<file path="config.mk">
export PLATFORM = sky130hd
export DESIGN_NAME = io_frame_mover
export DESIGN_NICKNAME = d
export VERILOG_FILES = /design/src/rtl/io_frame_mover.sv
export SDC_FILE = /design/constraint.sdc
export NUM_CORES = 1
export LEC_CHECK = 0
export ABC_AREA = 0
export CORE_ASPECT_RATIO = 1.2
export CORE_MARGIN = 2
export CORE_UTILIZATION = 29
export DETAILED_ROUTE_END_ITERATION = 8
export GPL_TIMING_DRIVEN = 0
export PLACE_DENSITY_LB_ADDON = 0.12
export SETUP_SLACK_MARGIN = 0.5
export SLEW_MARGIN = 20
export SYNTH_ARGS = -nofsm -noshare
export SYNTH_HDL_FRONTEND = slang
export SYNTH_SLANG_ARGS = --single-unit
</file>
<file path="constraint.sdc">
create_clock -name clk -period 2.3 [get_ports clk]
set_clock_uncertainty 0.1 [all_clocks]
set_input_delay 0.46 -clock clk [delete_from_list [all_inputs] [get_ports clk]]
set_output_delay 0.46 -clock clk [all_outputs]
set_load 0.01 [all_outputs]
</file>
<file path="src/rtl/io_frame_mover.sv">
// -----------------------------------------------------------------------------
// io_frame_mover
//
// Once per audio frame this block moves every input slot from the io bus into
// sample memory (sign-extended and scaled up), then moves the output samples
// from sample memory back to the io bus (scaled down with saturation).
//
// Sequence per frame_tick (accepted only in IDLE):
//   IN   : NUM_CH+1 cycles. Cycle c issues io read c (c < NUM_CH) and writes
//          the data returned for read c-1 into IN_BASE+c-1 (c >= 1).
//   OUT  : NUM_CH+1 cycles. Cycle c issues sample read OUT_BASE+c and writes
//          the narrowed result of read c-1 to io slot c-1.
//   DONE : one cycle, pulses done.
//
// Ports:
//   clk, reset          clock and synchronous active-high reset
//   frame_tick          one-cycle frame start pulse
//   clear_overrun       clears overrun (and sat_count when enabled)
//   busy, done          transfer in progress / end-of-frame pulse
//   overrun             sticky: tick arrived while not idle
//   sat_count           clipped-output counter (0 unless feature enabled)
//   io_rd_*             io input-slot read port (1-cycle read latency)
//   io_wr_*             io output-slot write port
//   sample_rd_*         sample memory read port (1-cycle read latency)
//   sample_wr_*         sample memory write port
//
// Optional feature macro: IO_FRAME_MOVER_SAT_COUNT_EN
//   defined   : sat_count counts clamped io writes, saturating at 0xFFFF
//   undefined : sat_count is tied to zero
// -----------------------------------------------------------------------------
module io_frame_mover #(
  parameter int unsigned SAMPLE_WIDTH      = 36,
  parameter int unsigned SAMPLE_ADDR_WIDTH = 10,
  parameter int unsigned IO_WIDTH          = 24,
  parameter int unsigned IO_ADDR_WIDTH     = 10,
  parameter int unsigned NUM_CH            = 8,
  parameter int unsigned IN_BASE           = 0,
  parameter int unsigned OUT_BASE          = 8,
  parameter int unsigned IN_SHIFT          = 8
) (
  input  logic                         clk,
  input  logic                         reset,
  input  logic                         frame_tick,
  input  logic                         clear_overrun,
  output logic                         busy,
  output logic                         done,
  output logic                         overrun,
  output logic [15:0]                  sat_count,
  output logic [IO_ADDR_WIDTH-1:0]     io_rd_addr,
  output logic                         io_rd_en,
  input  logic [IO_WIDTH-1:0]          io_rd_data,
  output logic [IO_ADDR_WIDTH-1:0]     io_wr_addr,
  output logic                         io_wr_en,
  output logic [IO_WIDTH-1:0]          io_wr_data,
  output logic [SAMPLE_ADDR_WIDTH-1:0] sample_rd_addr,
  output logic                         sample_rd_en,
  input  logic [SAMPLE_WIDTH-1:0]      sample_rd_data,
  output logic [SAMPLE_ADDR_WIDTH-1:0] sample_wr_addr,
  output logic                         sample_wr_en,
  output logic [SAMPLE_WIDTH-1:0]      sample_wr_data
);

  // Counter must reach NUM_CH inclusive (the drain cycle of each phase).
  localparam int unsigned CNT_W = $clog2(NUM_CH + 1);

  // Largest / smallest value representable on the io bus, in sample width.
  // ~IO_MAX is exactly -IO_MAX-1 in two's complement.
  localparam logic signed [SAMPLE_WIDTH-1:0] IO_MAX =
    SAMPLE_WIDTH'({1'b0, {(IO_WIDTH-1){1'b1}}});
  localparam logic signed [SAMPLE_WIDTH-1:0] IO_MIN = ~IO_MAX;

  typedef enum logic [1:0] {
    ST_IDLE = 2'd0,
    ST_IN   = 2'd1,
    ST_OUT  = 2'd2,
    ST_DONE = 2'd3
  } state_t;

  // ---------------------------------------------------------------------------
  // Data transforms
  // ---------------------------------------------------------------------------

  // Sign-extend an io word to sample width, then scale up; overflow discarded.
  function automatic logic [SAMPLE_WIDTH-1:0] widen(input logic [IO_WIDTH-1:0] x);
    logic signed [IO_WIDTH-1:0]     xs;
    logic signed [SAMPLE_WIDTH-1:0] ext;
    xs  = x;
    ext = SAMPLE_WIDTH'(xs);
    return ext << IN_SHIFT;
  endfunction

  // Floor-scale a sample down and clamp it to the io range.
  function automatic logic [IO_WIDTH-1:0] narrow(input logic [SAMPLE_WIDTH-1:0] s);
    logic signed [SAMPLE_WIDTH-1:0] sh;
    sh = signed'(s) >>> IN_SHIFT;
    if (sh > IO_MAX) begin
      return {1'b0, {(IO_WIDTH-1){1'b1}}};
    end else if (sh < IO_MIN) begin
      return {1'b1, {(IO_WIDTH-1){1'b0}}};
    end else begin
      return sh[IO_WIDTH-1:0];
    end
  endfunction

  // True when narrow() would clamp this sample.
  function automatic logic narrow_clips(input logic [SAMPLE_WIDTH-1:0] s);
    logic signed [SAMPLE_WIDTH-1:0] sh;
    sh = signed'(s) >>> IN_SHIFT;
    return (sh > IO_MAX) || (sh < IO_MIN);
  endfunction

  // Base plus zero-extended counter, wrapping modulo the sample address space.
  function automatic logic [SAMPLE_ADDR_WIDTH-1:0] smp_addr(input int unsigned base,
                                                            input logic [CNT_W-1:0] c);
    return SAMPLE_ADDR_WIDTH'(base + 32'(c));
  endfunction

  // Zero-extended counter as an io channel index.
  function automatic logic [IO_ADDR_WIDTH-1:0] io_addr(input logic [CNT_W-1:0] c);
    return IO_ADDR_WIDTH'(32'(c));
  endfunction

  // ---------------------------------------------------------------------------
  // State and registered outputs
  // ---------------------------------------------------------------------------
  state_t                         state_q;
  logic [CNT_W-1:0]               cnt_q;
  logic [CNT_W-1:0]               cnt_d;
  logic                           cnt_last_d;
  logic                           more_d;

  logic                           busy_q;
  logic                           done_q;
  logic                           overrun_q;
  logic                           io_rd_en_q;
  logic [IO_ADDR_WIDTH-1:0]       io_rd_addr_q;
  logic                           io_wr_en_q;
  logic [IO_ADDR_WIDTH-1:0]       io_wr_addr_q;
  logic                           sample_rd_en_q;
  logic [SAMPLE_ADDR_WIDTH-1:0]   sample_rd_addr_q;
  logic                           sample_wr_en_q;
  logic [SAMPLE_ADDR_WIDTH-1:0]   sample_wr_addr_q;

  // Counter arithmetic shared by both transfer phases.
  always_comb begin
    cnt_d      = cnt_q + CNT_W'(1);
    cnt_last_d = (32'(cnt_q) == NUM_CH);
    more_d     = (32'(cnt_d) < NUM_CH);
  end

  // Frame FSM. Strobes and addresses are computed for the state being entered
  // so they appear in the same cycle as that state.
  always_ff @(posedge clk) begin
    if (reset) begin
      state_q          <= ST_IDLE;
      cnt_q            <= '0;
      busy_q           <= 1'b0;
      done_q           <= 1'b0;
      overrun_q        <= 1'b0;
      io_rd_en_q       <= 1'b0;
      io_rd_addr_q     <= '0;
      io_wr_en_q       <= 1'b0;
      io_wr_addr_q     <= '0;
      sample_rd_en_q   <= 1'b0;
      sample_rd_addr_q <= '0;
      sample_wr_en_q   <= 1'b0;
      sample_wr_addr_q <= '0;
    end else begin
      done_q           <= 1'b0;
      io_rd_en_q       <= 1'b0;
      io_rd_addr_q     <= '0;
      io_wr_en_q       <= 1'b0;
      io_wr_addr_q     <= '0;
      sample_rd_en_q   <= 1'b0;
      sample_rd_addr_q <= '0;
      sample_wr_en_q   <= 1'b0;
      sample_wr_addr_q <= '0;

      case (state_q)
        ST_IDLE: begin
          if (frame_tick) begin
            state_q      <= ST_IN;
            cnt_q        <= '0;
            busy_q       <= 1'b1;
            io_rd_en_q   <= 1'b1;
            io_rd_addr_q <= io_addr('0);
          end else begin
            busy_q       <= 1'b0;
          end
        end

        ST_IN: begin
          if (cnt_last_d) begin
            state_q          <= ST_OUT;
            cnt_q            <= '0;
            sample_rd_en_q   <= 1'b1;
            sample_rd_addr_q <= smp_addr(OUT_BASE, '0);
          end else begin
            cnt_q            <= cnt_d;
            io_rd_en_q       <= more_d;
            io_rd_addr_q     <= more_d ? io_addr(cnt_d) : '0;
            // Next cycle's data belongs to the read issued at cnt_q.
            sample_wr_en_q   <= 1'b1;
            sample_wr_addr_q <= smp_addr(IN_BASE, cnt_q);
          end
        end

        ST_OUT: begin
          if (cnt_last_d) begin
            state_q          <= ST_DONE;
            cnt_q            <= '0;
            done_q           <= 1'b1;
          end else begin
            cnt_q            <= cnt_d;
            sample_rd_en_q   <= more_d;
            sample_rd_addr_q <= more_d ? smp_addr(OUT_BASE, cnt_d) : '0;
            io_wr_en_q       <= 1'b1;
            io_wr_addr_q     <= io_addr(cnt_q);
          end
        end

        ST_DONE: begin
          state_q <= ST_IDLE;
          busy_q  <= 1'b0;
        end

        default: begin
          state_q <= ST_IDLE;
          cnt_q   <= '0;
          busy_q  <= 1'b0;
        end
      endcase

      // A tick outside IDLE (including the DONE cycle) is dropped; set beats clear.
      if (frame_tick && (state_q != ST_IDLE)) begin
        overrun_q <= 1'b1;
      end else if (clear_overrun) begin
        overrun_q <= 1'b0;
      end else begin
        overrun_q <= overrun_q;
      end
    end
  end

  assign busy           = busy_q;
  assign done           = done_q;
  assign overrun        = overrun_q;
  assign io_rd_en       = io_rd_en_q;
  assign io_rd_addr     = io_rd_addr_q;
  assign io_wr_en       = io_wr_en_q;
  assign io_wr_addr     = io_wr_addr_q;
  assign sample_rd_en   = sample_rd_en_q;
  assign sample_rd_addr = sample_rd_addr_q;
  assign sample_wr_en   = sample_wr_en_q;
  assign sample_wr_addr = sample_wr_addr_q;

  // The read data buses are already registered inside the bus memories, so the
  // write data is a pure transform of that registered data, gated by the
  // registered strobe so idle cycles present zero.
  assign sample_wr_data = sample_wr_en_q ? widen(io_rd_data)      : '0;
  assign io_wr_data     = io_wr_en_q     ? narrow(sample_rd_data) : '0;

`ifdef IO_FRAME_MOVER_SAT_COUNT_EN
  logic [15:0] sat_count_q;

  // Count clamped io writes, holding at all-ones.
  always_ff @(posedge clk) begin
    if (reset) begin
      sat_count_q <= 16'h0000;
    end else if (clear_overrun) begin
      sat_count_q <= 16'h0000;
    end else if (io_wr_en_q && narrow_clips(sample_rd_data) && (sat_count_q != 16'hFFFF)) begin
      sat_count_q <= sat_count_q + 16'h0001;
    end else begin
      sat_count_q <= sat_count_q;
    end
  end

  assign sat_count = sat_count_q;
`else
  assign sat_count = 16'h0000;
`endif

endmodule
</file>
==> qor.yml <==
status: "complete, no violations"
track_usage_pct: 15.9
setup_viol: 0
fmax_mhz: 485
rsz0062_at_grt: "true"
grt_max_degree: 15
clockBufferDepth: 2
fin_cells: 490
num_vias: 1863
grt_pass1_vias: 1776
critPathKind: "input port to primary output"
drtIter0Drc: 34
hold-worst-slack_ps: 374
n_antenna_cell: 0
period_share_pct: 89.6
grt_pass1_wl_mm: 9.19
slew_viol_final: 0
wirelength_mm: 5.73
antenna_found_initial: 0
ys_seq_area_share_pct: 30.8
nets: 480
postSynthAreaPerCell_um2: 8.27
power_density_nw_per_um2: 539
place_inst: 480
rows: 31
p_leak_nw: 1.71
cp-end-kind: "primary output"
dp_hpwl_mm: 4.74
die_x_um: 76.3
clkLatencyLatePin_ps: 270
final_antenna_net_count: 0
finalPower_w: 0.00181
htree_levels: 1
critPathMaxFanout: 5
synthDistinctLibCells: 33
globalRoute.totalOverflow: 0
peakVddDrop_uv: 501
place_area_um2: 3400
drc_errors: 0
syn_inst: 220
finalHoldViolCount: 0
syn_area_um2: 1820
dr.pass1.iters: 4
clk_pin_slew_ps: 90
min_path_type: "flip-flop to flip-flop"
place.port_buffers: 130
fill_cells: 605
die_h_um: 90.8
core_um2: 6050
cts_buffers: 3
maxCapViolCount: 0
setup_tns_ps: 0
holdBufCountCts: 0
clock_sinks: 28
area_growth_pct: 84.8
drive_gt1_share_pct: 32.1
pin_count: 187
cp.arrival_ps: 1500
cts_tree: "built"
fin_crit_ps: 2060
start_util_pct: 30.1
wl_per_cell_um: 11.7
root_buffer: "clkbuf_8"
die_area_um2: 6930
place.gp.congestion: 0.755
yosys_register_bits: 28
yosys_warnings: 0
vias_per_cell: 3.80
critPathLaunchType: "input port"
worst_ep_required_time_ps: 1740
fin_area_um2: 3360
-- stage by stage --
stage	util, %	setup slack (ps)
finish	55.6	240
detailed placement	56.3	-529
global placement	56.3	-527
floorplan	-	553
CTS	56.1	220
global route	55.6	194
-- timing repair --
action,CTS,global route
gates cloned,3,0
gates resized for setup,230,24
pin swaps,6,6
buffers inserted,4,0
endpoints found under the setup margin,53,44
-- layer usage --
layer	part of all wire [%]	GRT usage (%)
met1	40	18.4
met2	53	29.9
met3	7.0	4.00
met4	0.73	2.42
met5	0	0
-- cells in the mapped netlist --
| cell | count | area, um^2 |
|---|---|---|
| nand2b_1 | 5 | 31.3 |
| o21ai_4 | 1 | 16.3 |
| nand4_1 | 4 | 25.0 |
| nand2_1 | 8 | 30.0 |
| o211ai_1 | 1 | 7.51 |
| buf_2 | 5 | 25.0 |
| conb_1 | 1 | 3.75 |
| xnor2_1 | 1 | 8.76 |
| nor3b_1 | 1 | 7.51 |
| nor2b_1 | 1 | 6.26 |
| ha_1 | 6 | 75.1 |
| dfxtp_1 | 28 | 561 |
| buf_4 | 54 | 405 |
| mux2i_1 | 1 | 10.0 |
| nor4_1 | 1 | 6.26 |
| nor2_1 | 15 | 56.3 |
| inv_1 | 6 | 22.5 |
| xor2_1 | 1 | 8.76 |
| nand3_1 | 3 | 15.0 |
| and2_1 | 27 | 169 |
| nor3_1 | 6 | 30.0 |
| o21a_1 | 23 | 173 |
| a22oi_1 | 1 | 7.51 |
| or2_2 | 1 | 6.26 |
| a21boi_2 | 1 | 11.3 |
| a21oi_1 | 6 | 30.0 |
| clkbuf_1 | 4 | 15.0 |
| and3b_1 | 1 | 8.76 |
| buf_6 | 1 | 11.3 |
| a211oi_1 | 2 | 15.0 |
| and3_1 | 1 | 6.26 |
| o21ai_0 | 2 | 10.0 |
| o22ai_1 | 1 | 6.26 |
-- worst paths after layout --
check,slack (ps),start,cells past startpoint,to
hold reg to reg,370,overrun,2,overrun
setup reg to reg,630,cnt_q[0],7,state_q[1]
hold / removal,370,overrun,2,overrun
setup / recovery,240,sample_rd_data[32],7,io_wr_data[10]
-- where the power goes --
part           leakage (nW)  switching (W)  total (W)  internal (W)
Combinational          1.46       0.000466   0.000957      0.000492
Sequential            0.229      0.0000481   0.000600      0.000552
Clock                0.0216       0.000137   0.000254      0.000117
-- cells in the final DEF (no fill, tap or decap), types with 2 or more instances in the layout --
master / count
nor2_1: 14
nand2b_1: 5
dlygate4sd2_1: 3
inv_1: 6
o21ai_1: 2
nand2_1: 8
buf_2: 47
clkdlybuf4s15_1: 4
nor3_1: 6
a211oi_1: 2
conb_1: 49
dfxtp_1: 26
ha_1: 6
a21oi_1: 6
o21a_1: 23
nand3_1: 3
dlymetal6s2s_1: 2
clkbuf_8: 3
nand4_1: 4
clkdlybuf4s50_1: 70
buf_6: 14
buf_4: 57
and2_1: 26
-- kinds of logic (layout without fill, tap and decap cells) --
family / count (synthesis) / after routing / share of synthesized area [%]
AOI/OAI and AO/OA: 38 / 38 / 15.2
adders and majority gates: 6 / 6 / 4.12
buffers and inverters: 70 / 210 / 26.3
other: 1 / 49 / 0.206
and+or+nand+nor: 74 / 74 / 21.9
xor gates and xnor gates: 2 / 2 / 0.962
muxes: 1 / 1 / 0.550
DFF: 28 / 28 / 30.8
-- layout make-up --
cell class	count	area [um^2]	share of cell area, %
inverter	6	22.5	0.669
multi-input combinational	170	993	29.5
clock buffer	3	41.3	1.23
sequential	28	566	16.8
buffer	64	483	14.4
tap	82	103	3.05
timing repair buffer	137	1160	34.4
-- flip-flops by register name, summed over array words and instances (netlist names), 2 cells and up --
signal,cells
state_q,2
sample_wr_addr,4
cnt_q,4
io_wr_addr,4
io_rd_addr,4
sample_rd_addr,3
-- critical path, stage by stage --
cell	delay, ps
buf_6	100
nor4_4	310
nor2_4	80
buf_6	130
buf_6	120
o21a_1	170
buf_2	130
Note: power is estimated with default switching activity, not from simulation.
